[config.mk]
export PLATFORM = sky130hd
export DESIGN_NAME = sipo_frame_ctrl
export DESIGN_NICKNAME = d
export VERILOG_FILES = /design/src/rtl/sipo_pkg.sv /design/src/rtl/sipo_shift.sv /design/src/rtl/sipo_frame_ctrl.sv
export SDC_FILE = /design/constraint.sdc
export NUM_CORES = 1
export LEC_CHECK = 0
export BUFFER_PORTS_ARGS = -buffer_cell sky130_fd_sc_hd__buf_2
export CORE_ASPECT_RATIO = 1.2
export CORE_UTILIZATION = 46
export CTS_BUF_LIST = sky130_fd_sc_hd__clkbuf_4
export DETAILED_ROUTE_END_ITERATION = 8
export GPL_TIMING_DRIVEN = 1
export MAX_ROUTING_LAYER = met4
export PLACE_DENSITY_LB_ADDON = 0.25
export SYNTH_ARGS = -nofsm -noshare
export SYNTH_HDL_FRONTEND = slang
export SYNTH_HIERARCHICAL = 1
export SYNTH_SLANG_ARGS = --single-unit
[constraint.sdc]
create_clock -name clk -period 1.3 [get_ports clk]
set_clock_uncertainty 0.05 [all_clocks]
set_input_delay 0.195 -clock clk [delete_from_list [all_inputs] [get_ports clk]]
set_output_delay 0.195 -clock clk [all_outputs]
set_load 0.05 [all_outputs]
[src/rtl/sipo_pkg.sv]
// Shared definitions for the framed serial-to-parallel receiver.
package sipo_pkg;

    typedef enum logic [1:0] {
        IDLE      = 2'd0,
        DATA      = 2'd1,
        STOP      = 2'd2,
        WAIT_HIGH = 2'd3
    } state_e;

    localparam logic LINE_IDLE = 1'b1;

endpackage

[src/rtl/sipo_shift.sv]
// WIDTH-bit right-shift register: new bits enter at the MSB, so the first
// bit shifted in ends up in bit 0 after WIDTH shifts.
module sipo_shift
    import sipo_pkg::*;
#(
    parameter int WIDTH = 4
) (
    input  logic             clk,
    input  logic             reset,
    input  logic             shift_en,
    input  logic             serial_in,
    output logic [WIDTH-1:0] data
);

    logic [WIDTH-1:0] data_q;
    logic [WIDTH-1:0] data_d;

    // Shift one line sample in from the top when enabled, otherwise hold.
    always_comb begin
        data_d = data_q;
        if (shift_en) begin
            data_d = {serial_in, data_q[WIDTH-1:1]};
        end
    end

    // Shift register storage, cleared asynchronously.
    always_ff @(posedge clk or negedge reset) begin
        if (!reset) begin
            data_q <= '0;
        end else begin
            data_q <= data_d;
        end
    end

    assign data = data_q;

endmodule

[src/rtl/sipo_frame_ctrl.sv]
// Framed receiver controller: hunts for a start bit, collects WIDTH data bits
// LSB first, checks the stop bit and offers the word on a valid/ready port.
module sipo_frame_ctrl
    import sipo_pkg::*;
#(
    parameter int WIDTH = 4,
    parameter int CNT_W = 4
) (
    input  logic             clk,
    input  logic             reset,
    input  logic             enable,
    input  logic             bit_en,
    input  logic             serial_in,
    output logic [WIDTH-1:0] out_data,
    output logic             out_valid,
    input  logic             out_ready,
    output logic             frame_err,
    output logic             overrun,
    input  logic             clr_overrun,
    output logic             busy
);

    state_e           state_q;
    state_e           state_d;
    logic [CNT_W-1:0] cnt_q;
    logic [CNT_W-1:0] cnt_d;
    logic [WIDTH-1:0] out_data_q;
    logic [WIDTH-1:0] out_data_d;
    logic             out_valid_q;
    logic             out_valid_d;
    logic             frame_err_q;
    logic             frame_err_d;
    logic             overrun_q;
    logic             overrun_d;

    logic             shift_en;
    logic [WIDTH-1:0] shift_data;
    logic             frame_good;
    logic             frame_bad;
    logic             overrun_set;

    assign shift_en = (state_q == DATA) && bit_en;

    sipo_shift #(
        .WIDTH(WIDTH)
    ) u_shift (
        .clk      (clk),
        .reset    (reset),
        .shift_en (shift_en),
        .serial_in(serial_in),
        .data     (shift_data)
    );

    // Frame sequencing: every move is gated by the bit strobe, except that
    // dropping enable abandons the frame immediately.
    always_comb begin
        state_d    = state_q;
        cnt_d      = cnt_q;
        frame_good = 1'b0;
        frame_bad  = 1'b0;
        if (!enable) begin
            state_d = IDLE;
            cnt_d   = '0;
        end else if (bit_en) begin
            case (state_q)
                IDLE: begin
                    if (serial_in != LINE_IDLE) begin
                        cnt_d   = '0;
                        state_d = DATA;
                    end
                end
                DATA: begin
                    cnt_d = cnt_q + 1'b1;
                    if (cnt_q == CNT_W'(WIDTH - 1)) begin
                        state_d = STOP;
                    end
                end
                STOP: begin
                    if (serial_in == LINE_IDLE) begin
                        frame_good = 1'b1;
                        state_d    = IDLE;
                    end else begin
                        frame_bad = 1'b1;
                        state_d   = WAIT_HIGH;
                    end
                end
                WAIT_HIGH: begin
                    if (serial_in == LINE_IDLE) begin
                        state_d = IDLE;
                    end
                end
                default: begin
                    state_d = IDLE;
                end
            endcase
        end
    end

    // Output port: a finished word loads when the slot is free or being
    // emptied this very cycle; otherwise it is dropped and flagged.
    always_comb begin
        out_data_d  = out_data_q;
        out_valid_d = out_valid_q;
        overrun_d   = overrun_q;
        overrun_set = 1'b0;
        frame_err_d = frame_bad;
        if (out_valid_q && out_ready) begin
            out_valid_d = 1'b0;
        end
        if (frame_good) begin
            if (!out_valid_q || out_ready) begin
                out_data_d  = shift_data;
                out_valid_d = 1'b1;
            end else begin
                overrun_set = 1'b1;
            end
        end
        if (clr_overrun) begin
            overrun_d = 1'b0;
        end
        if (overrun_set) begin
            overrun_d = 1'b1;
        end
    end

    // Controller and output registers, cleared asynchronously.
    always_ff @(posedge clk or negedge reset) begin
        if (!reset) begin
            state_q     <= IDLE;
            cnt_q       <= '0;
            out_data_q  <= '0;
            out_valid_q <= 1'b0;
            frame_err_q <= 1'b0;
            overrun_q   <= 1'b0;
        end else begin
            state_q     <= state_d;
            cnt_q       <= cnt_d;
            out_data_q  <= out_data_d;
            out_valid_q <= out_valid_d;
            frame_err_q <= frame_err_d;
            overrun_q   <= overrun_d;
        end
    end

    assign out_data  = out_data_q;
    assign out_valid = out_valid_q;
    assign frame_err = frame_err_q;
    assign overrun   = overrun_q;
    assign busy      = (state_q != IDLE);

endmodule

[Yosys cells after proc, flatten, opt, wreduce, memory -nomap -nowiden]
Cells that the tools add are included.
Cells by class
  add/subtract/negate cells: 1
  $mul: 0
  div/mod/pow operators: 0
  magnitude comparators: 0
  eq/ne operators: 9
  shift operators: 0
  multiplexer cells: 26
  bitwise logic cells: 0
  reductions and logical operators: 10
Operators with widths (count)
  2-to-1 mux 1 bit: 15
  2-to-1 mux 2 bit: 6
  2-to-1 mux 4 bit: 3
  one-hot mux 2 bit (4 select lines): 1
  one-hot mux 4 bit (2 select lines): 1
  inequality test 3 bit, second input constant: 2
  adder 4 x 1 -> 4 bit, second input constant: 1
  == test 2 bit, second input constant: 2
  == test 4 x 2 -> 1 bit, second input constant: 1
  AND reduction 4 bit: 1
  nonzero test 2 bit: 2
  inequality test 3 x 1 -> 1 bit, second input constant: 1
  inequality test 3 x 2 -> 1 bit, second input constant: 1
  AND reduction 3 bit: 1
  == test 2 x 1 -> 1 bit, second input constant: 1
  logical AND 1 bit: 2
  logical NOT 2 bit: 1
  inequality test 2 x 1 -> 1 bit, second input constant: 1
  AND reduction 2 bit: 1
  logical NOT 1 bit: 1
  logical OR 1 bit: 1
Storage, ports and cells
  register bits after elaboration: 17
  bits in latches: 0
  RAM bits: 0
  bits in read-only memories: 0
  bits of input ports: 7
  output and inout port bits: 8
  logic and storage cells: 53
  memories kept: 0

[Longest topological paths before layout]
Gate-level depths: netlist of the first run.
  depth after elaboration: 6
  gate-level depth with buffers: 4
  mapped depth without buffers: 4

[Cells and area by module]
Netlist of the first run, hierarchy kept.
Modules (own cells, without submodules)
  sipo_frame_ctrl: times used 1, cells each 56, area each 655.6 sq um, sequential area each 325.3 sq um
  sipo_shift: times used 1, cells each 8, area each 145.1 sq um, sequential area each 100.1 sq um

[Worst setup path before layout of the first run]
Ideal clock, no wire load.
  kind: register -> register
  from: register out_valid_q (netlist: out_valid)
  to: register out_data_q[0] (netlist: out_data[0])
  setup time: 0.125 ns
  data arrival time: 1.249 ns
  data required time: 1.125 ns
  slack: -0.124 ns
  stages on the path, launching flop included: 4
  path buffers: 0
  period minus slack after synthesis: 1.424 ns
  cell sequence: dfrtp_1 > nand2b_1 > nand3_4 > mux2_4
On the way
  word-level cells in the longest chain between the ends: 3
Ends and longest elaborated chain
  start, declared: line sipo_frame_ctrl.sv:29  | logic out_valid_q;
  start signal, assigned: line sipo_frame_ctrl.sv:139  | out_valid_q <= out_valid_d;
  logical NOT 1 bit: line sipo_frame_ctrl.sv:111  | if (!out_valid_q || out_ready) begin
  logical OR 1 bit: line sipo_frame_ctrl.sv:111
  AND reduction 2 bit (no line)
  end signal, assigned: line sipo_frame_ctrl.sv:138  | out_data_q <= out_data_d;
  end, declared: line sipo_frame_ctrl.sv:27  | logic [WIDTH-1:0] out_data_q;
Every way passes these cells.
A chain may end at the register's enable or synchronous reset.

[Worst setup path after layout of the first run]
  from: register state_q[0]
  to: register out_data_q[1] (netlist: out_data[1])
On the way
  word-level cells in the longest chain between the ends: 5
Ends and longest elaborated chain
  start, declared: line sipo_frame_ctrl.sv:23  | state_e state_q;
  start signal, assigned: line sipo_frame_ctrl.sv:136  | state_q <= state_d;
  == test 2 bit: line sipo_frame_ctrl.sv:65  | case (state_q)
  2-to-1 mux 1 bit: line sipo_frame_ctrl.sv:65
  2-to-1 mux 1 bit: line sipo_frame_ctrl.sv:64  | end else if (bit_en) begin
  2-to-1 mux 1 bit: line sipo_frame_ctrl.sv:61  | if (!enable) begin
  AND reduction 2 bit (no line)
Every way passes these cells.

==> metrics.txt, run 1 <==
number of flops mapped to enable cells by yosys=0; FFs w/ async S/R, synth=100%; clock slew seen by the registers of the worst setup and hold paths=approximately 100 ps; leakage component of the power=0.000572 uW; area share of the leading cell type in the synthesized netlist=between 50% and 60%; total via count in the routed design=604; Max clock buf depth=2; placer's final routability congestion estimate=0.753; antenna violations before repair=0; mean cell area of the mapped netlist=roughly 13 um^2; number of placed I/O pins=15; Seq cells post-synth=17; warnings from Yosys=6; worst stage delay on the critical path=410 ps; post-route minimum period=1450 ps; overflow left after global routing=0; required time reported for the critical path endpoint=1430 ps; CTS buffer count=3; number of hold-slack violations in the final timing report=0; Setup crit end kind=flop; met1 Usage GRT=around a quarter; total placed instance area=981 um^2; detailed-route DRC error count=0; DRC marker count from the first detailed-route iteration=5; total inserted antenna cells=0; Least-Margin Pin Slew=slightly below 400 ps; Worst setup SP type=flop; cell at the root of the clock tree=sky130_fd_sc_hd__clkbuf_4; largest net degree at the start of global routing=18; CP max FO=4; top-count cell post-synth=sky130_fd_sc_hd__dfrtp_1; area of the die=1910 um^2; most used standard cells in the synthesized netlist=sky130_fd_sc_hd__dfrtp_1, sky130_fd_sc_hd__mux2_2, sky130_fd_sc_hd__inv_1, sky130_fd_sc_hd__mux2_4, sky130_fd_sc_hd__nand2_1; Die Wd=40.1 um; sequential-to-total area share from yosys stat=53.1%; Core Footprint=1620 um^2; layout cell share with drive strength beyond 1=55.7%; path class of the lowest-slack min-delay path=in -> reg; Sum Neg Setup Slack=-876 ps; cell-by-cell trace of the critical path=buf_4 -> and4b_2 -> nand3_4 -> mux2_4; register area=roughly 430 um^2; post-route fraction of the period consumed by the critical path=112%; run status=finished with violations; Final Max Slew Viols=0; footprint of the multi-input gates=420 um^2; number of sinks handled by clock tree synthesis=17; post-route setup slack=-154 ps; number of different library cells in the post-synthesis netlist=26; met2 routing resource usage after global routing=a little over a third; count of H-tree levels built during CTS=1; endpoints failing setup=9; vertical die dimension=47.7 um; number of rows created at floorplan=16; met3 Usage GRT=4.19%; number of buffer and inverter stages on the critical path=1; Top FF cell, synth=sky130_fd_sc_hd__dfrtp_1; DR WL/cell=13.5 um; Cell Area, Synth=801 um^2; vias in the first global route=around 610; worst r2r src=state_q[0]; number of search-and-repair iterations in the first detailed-routing pass=5; final std cell area, no fill=1130 um^2; maximum clock rate=0.688 GHz; latest clock arrival within the worst-skew pair=280 ps; Final ANT Viol Nets=0; Routed Wire Length=between 1.5 and 2 mm; Synthesized Nets=between 70 and 80; All-Layer GR Usage=21.8%; final net count=around 110; type of the setup path with the least slack=reg -> reg; CP startpoint=state_q[0]; worst ir drop on vdd=0.695 mV; top cell type by total area after synthesis=sky130_fd_sc_hd__dfrtp_1; setup repair after global routing missed its margin=true; top cells by area, synth=sky130_fd_sc_hd__dfrtp_1, sky130_fd_sc_hd__mux2_4, sky130_fd_sc_hd__mux2_2; worst slew margin relative to its limit=between 70% and 80%; CTS tree=yes; Setup WS pre-CTS=-70.6 ps; highest-utilization routing layer at the global route stage=met2; final HPWL from detailed placement=approximately 1.1 mm; hold path startpoint=clr_overrun; synthesized instance count=64; arrival time of the worst setup path=1580 ps; area growth from synthesis to final layout=41.6%; total of buffers placed on input and output ports=14; violations in the final reports=setup timing; CP delay by family, top=simple AND/OR/NAND/NOR gates; first-pass GRT wire length=2.58 mm; max_cap viols=0; Filler Cell Count=118; highest-delay cell along the critical path=sky130_fd_sc_hd__dfrtp_1; total power per unit cell area=975 nW/um^2; number of vias per cell after detailed routing=around 5.3; Starting Density=49.4%
path summary, 6_finish.rpt:
| check | to | slack (ps) | cells past startpoint |
|---|---|---|---|
| setup / recovery | out_data[1] | -150 | 4 |
| max in group asynchronous | out_valid | 600 | 2 |
| hold reg to reg | out_data[3] | 460 | 1 |
| hold / removal | overrun | 40 | 2 |
| min in group asynchronous | state_q[1] | 300 | 2 |
| setup reg to reg | out_data[1] | -150 | 4 |
worst reg2reg max path, delay by kind of cell (launching register included):
kind	cells	cell delay, ps
buffers and inverters	1	150
DFF	1	410
muxes	1	320
and+or+nand+nor	2	430
area by class of cell:
| type | count | share of cell area (%) |
|---|---|---|
| repair buffers | 30 | 19.5 |
| inverters | 4 | 1.32 |
| well taps | 18 | 1.99 |
| clock inverters | 1 | 0.442 |
| multi-input cells | 42 | 37.1 |
| flip-flops and latches | 17 | 37.6 |
| clock buffers | 3 | 1.99 |
placed cells by master (no fill, tap or decap):
| master | n |
|---|---|
| sky130_fd_sc_hd__dfrtp_1 | 16 |
| sky130_fd_sc_hd__buf_2 | 13 |
| sky130_fd_sc_hd__buf_4 | 10 |
| sky130_fd_sc_hd__mux2_4 | 8 |
| sky130_fd_sc_hd__buf_6 | 5 |
| sky130_fd_sc_hd__inv_1 | 4 |
| sky130_fd_sc_hd__nand2_1 | 3 |
| sky130_fd_sc_hd__clkbuf_4 | 3 |
| sky130_fd_sc_hd__or2_4 | 2 |
| sky130_fd_sc_hd__nand4b_1 | 2 |
| sky130_fd_sc_hd__o211ai_1 | 2 |
| sky130_fd_sc_hd__nand3_1 | 2 |
| sky130_fd_sc_hd__mux2i_1 | 2 |
| sky130_fd_sc_hd__and4b_2 | 1 |
| sky130_fd_sc_hd__nand2_2 | 1 |
| sky130_fd_sc_hd__nand2b_1 | 1 |
| sky130_fd_sc_hd__nor2_2 | 1 |
| sky130_fd_sc_hd__nor2b_1 | 1 |
| sky130_fd_sc_hd__nor2b_2 | 1 |
| sky130_fd_sc_hd__o31ai_4 | 1 |
| sky130_fd_sc_hd__nor2b_4 | 1 |
| sky130_fd_sc_hd__nand2b_4 | 1 |
| sky130_fd_sc_hd__and3_1 | 1 |
| sky130_fd_sc_hd__mux2_2 | 1 |
| sky130_fd_sc_hd__nand3_4 | 1 |
| sky130_fd_sc_hd__o22ai_1 | 1 |
| sky130_fd_sc_hd__or3_1 | 1 |
| sky130_fd_sc_hd__nand4_1 | 1 |
| sky130_fd_sc_hd__nor3_1 | 1 |
| sky130_fd_sc_hd__o211a_1 | 1 |
| sky130_fd_sc_hd__nor2_1 | 1 |
| sky130_fd_sc_hd__o311a_1 | 1 |
| sky130_fd_sc_hd__o21a_1 | 1 |
| sky130_fd_sc_hd__ha_4 | 1 |
| sky130_fd_sc_hd__clkinv_2 | 1 |
| sky130_fd_sc_hd__dlygate4sd3_1 | 1 |
| sky130_fd_sc_hd__dfrtp_2 | 1 |
| sky130_fd_sc_hd__buf_8 | 1 |
flip-flops by register name (all words and copies together) (netlist names):
signal        flops
cnt_q             4
out_data          4
u_shift/data      4
state_q           2
frame_err         1
out_valid         1
overrun           1
through the flow:
step / total power, uW / cells / hold WS, ps / util (%)
after floorplan: 708 / 64 / -151 / -
after global placement: 773 / 106 / 83.9 / 60.5
after detailed placement: 781 / 106 / 88.2 / 60.5
after CTS: 1120 / 115 / 37.4 / 67.7
after global routing: 1170 / 115 / 45.2 / 69.9
final: 1100 / 115 / 41.6 / 69.9
layer usage:
| layer | up-vias | wire length, um |
|---|---|---|
| met1 | 288 | 694 |
| met5 | - | 0 |
| met2 | 12 | 788 |
| met4 | 0 | 29 |
| met3 | 4 | 45 |
| li1 | 300 | - |
cells by family after synthesis:
| logic type | count (synthesis) | share of synthesized area (%) |
|---|---|---|
| fa+ha+maj | 1 | 1.56 |
| simple gates | 23 | 18.1 |
| flops | 17 | 53.1 |
| compound gates | 7 | 7.66 |
| mux | 11 | 17.0 |
| buf+inv | 5 | 2.50 |
report_power, final:
group	internal [uW]	switching, uW	total [uW]	leakage [uW]
combinational	130	72.3	202	0.000326
clock	114	160	274	0.0000177
sequential	585	43.7	629	0.000228
what timing repair did:
item	CTS	global route
resized for setup	15	8
hold buffers	1	0
endpoints found under the setup margin	7	16
hold endpoints to repair	17	0
buffers inserted	5	0
pin swaps	5	3
(Power assumes the default switching activity.)
==> run 2: changes to the inputs <==
--- a/config.mk
+++ b/config.mk
@@ -5,6 +5,7 @@
 export SDC_FILE = /design/constraint.sdc
 export NUM_CORES = 1
 export LEC_CHECK = 0
+export ABC_AREA = 1
 export BUFFER_PORTS_ARGS = -buffer_cell sky130_fd_sc_hd__buf_2
 export CORE_ASPECT_RATIO = 1.2
 export CORE_UTILIZATION = 46
==> run 2 against run 1 <==
- the flow still finishes with violations (setup timing)
- cell area is 4.3% lower
- clock power is 13% higher
- routed wire length is 12% higher
- largest cell class is now multi-input combinational cells
- highest routed layer unchanged
==> metrics.txt, run 2 <==
endpoints failing setup=1; type of the setup path with the least slack=reg -> out; required time reported for the critical path endpoint=1050 ps; warnings from Yosys=6; Worst Hold Slack=37.1 ps; Die Wd=41.2 um; multiplexer share of the synthesized area=0%; number of different library cells in the post-synthesis netlist=18; max_cap viols=0; post-route fraction of the period consumed by the critical path=100%; area share of the leading cell type in the synthesized netlist=50.2%; top-count cell post-synth=sky130_fd_sc_hd__nand2_1; cell at the root of the clock tree=sky130_fd_sc_hd__clkbuf_4; Comb power frac=49.8%; mean cell area of the mapped netlist=about 8.3 um^2; arrival time of the worst setup path=1060 ps; NetSw=1060 uW; Final Max Slew Viols=0; area growth from synthesis to final layout=28.1%; fraction of the mapped netlist area in adder cells=about 1.5%; total via count in the routed design=725; placer's final routability congestion estimate=0.808; DRC marker count from the first detailed-route iteration=18; XOR/XNOR share of the synthesized area=2.07%; commonest non-fill, non-tap cell in the layout=sky130_fd_sc_hd__nand2_1; sequential-to-total area share from yosys stat=50.2%; Post-Route Utilization=64.5%; clock slew seen by the registers of the worst setup and hold paths=90 ps; CTS tree=yes; count of H-tree levels built during CTS=1; area of the die=2020 um^2; leakage component of the power=0.000589 uW; CP max FO=4; CTS buffer count=3; Filler Cell Count=149; vias in the first global route=~670; most used standard cells in the synthesized netlist=sky130_fd_sc_hd__nand2_1, sky130_fd_sc_hd__dfrtp_1, sky130_fd_sc_hd__inv_1; number of flops mapped to enable cells by yosys=0; path class of the lowest-slack min-delay path=in -> reg; top cell type by total area after synthesis=sky130_fd_sc_hd__dfrtp_1; portion of total power attributed to sequential cells=a little under two fifths; overflow left after global routing=0; post-route setup slack=-5.48 ps; latest clock arrival within the worst-skew pair=300 ps; antenna violations before repair=0; DR WL/cell=12.3 um; layout cell share with drive strength beyond 1=39.5%; largest net degree at the start of global routing=18; Setup crit end kind=primary output; Top FF cell, synth=sky130_fd_sc_hd__dfrtp_1; Sum Neg Setup Slack=-5.48 ps; total inserted antenna cells=0; number of placed I/O pins=15; number of sinks handled by clock tree synthesis=17; Post-Synth Simple-Gate Area=36.5%; first-pass GRT wire length=2.58 mm; total power per unit cell area=2110 nW/um^2; vertical die dimension=49.0 um; top cells by area, synth=sky130_fd_sc_hd__dfrtp_1, sky130_fd_sc_hd__nand2_1, sky130_fd_sc_hd__nand3_1; fraction of power spent switching nets=between 40% and 50%; All-Layer GR Usage=18.8%; number of rows created at floorplan=16; Compound-Gate Fraction of Synth Area=4.43%; Final ANT Viol Nets=0; worst slew margin relative to its limit=74.6%; worst ir drop on vdd=1.67 mV; share of power burned in the clock network=a little over an eighth; synthesized instance count=just over 100; final net count=approximately 130; Max clock buf depth=2; worst stage delay on the critical path=450 ps; post-route minimum period=1310 ps; highest-delay cell along the critical path=sky130_fd_sc_hd__dfrtp_2; setup slack of the most critical reg-to-reg path=10 ps; Seq cells post-synth=17; run status=finished with violations; maximum clock rate=0.766 GHz; Cell Area, Synth=~850 um^2; final HPWL from detailed placement=1.15 mm; Routed Wire Length=between 1.5 and 2 mm; footprint of the multi-input gates=roughly 440 um^2; CP delay by family, top=flip-flops; combinational family with the most area after synthesis=simple AND/OR/NAND/NOR gates; number of search-and-repair iterations in the first detailed-routing pass=4; Synthesized Nets=110; Worst setup SP type=flop; setup repair after global routing missed its margin=true; number of hold-slack violations in the final timing report=0; FFs w/ async S/R, synth=100%; detailed-route DRC error count=0; number of vias per cell after detailed routing=5.11; total of buffers placed on input and output ports=14; cell-by-cell trace of the critical path=nor2_4 -> inv_2 -> buf_6; P_int=roughly 1200 uW; Starting Density=50.4%; number of buffer and inverter stages on the critical path=2; register area=428 um^2; Core Footprint=1680 um^2; violations in the final reports=setup timing; most frequent cells in the layout=sky130_fd_sc_hd__nand2_1, sky130_fd_sc_hd__dfrtp_1, sky130_fd_sc_hd__buf_2, sky130_fd_sc_hd__inv_1, sky130_fd_sc_hd__nand3_1; Least-Margin Pin Slew=381 ps
## run 2: repair_timing
item                                    4_1_cts  5_1_grt
pin swaps                                     1        9
cloned                                        0        0
setup buffers                                 2        1
endpoints found under the setup margin        1       15
hold buffers                                  1        0
hold endpoints to repair                     17        0
resized for setup                             6       18
## run 2: cells by family (layout without fill, tap and decap cells)
family,count (synthesis),in the layout
simple gates,64,64
flops,17,17
compound gates,6,6
fa+ha+maj,1,1
buf+inv,12,34
xor+xnor,2,2
## run 2: power by group through the flow
stage | Sequential, uW | Combinational [uW] | Clock, uW
2_1_floorplan | 1010 | 460 | 0
3_3_place_gp | 836 | 821 | 0
3_5_place_dp | 836 | 832 | 0
4_1_cts | 820 | 962 | 311
5_1_grt | 858 | 1250 | 331
6_report | 840 | 1140 | 309
## run 2: worst register-to-register path, delay by kind of cell, from the launching register on
family                 cells  cell delay [ps]
DFF                        1              450
buffers and inverters      2              190
and+or+nand+nor            5              500
## run 2: metrics by stage
| step | setup slack (ps) | cells | total power [uW] | cell area (um^2) |
|---|---|---|---|---|
| after floorplan | 64.3 | 102 | 1470 | 847 |
| after global placement | 77.3 | 134 | 1660 | 940 |
| after detailed placement | 85.5 | 134 | 1670 | 940 |
| after CTS | 3.96 | 141 | 2090 | 1010 |
| after global routing | -65.4 | 142 | 2440 | 1080 |
| final | -5.48 | 142 | 2290 | 1080 |
## run 2: per-layer routing
layer,routed length [um],global-route usage [%],vias to the layer above
met1,777,22.5,339
met5,0,-,-
met3,65,4.11,5
met2,865,28.4,18
li1,-,-,363
met4,42,9.68,0
## run 2: area by class of cell
class	count	share of cell area [%]
multi-input cells	73	40.6
flip-flops and latches	17	39.4
repair buffers	18	10.7
inverters	12	4.38
clock buffers	4	2.77
well taps	18	2.08
## run 2: worst paths after layout
kind / from / end / cells past startpoint
max reg2reg: state_q[1] / state_q[1] / 7
min reg2reg: out_data[3] / out_data[3] / 2
min in group asynchronous: reset / u_shift/data[1] / 2
min: clr_overrun / overrun / 2
max: state_q[1] / busy / 3
max in group asynchronous: reset / state_q[1] / 2
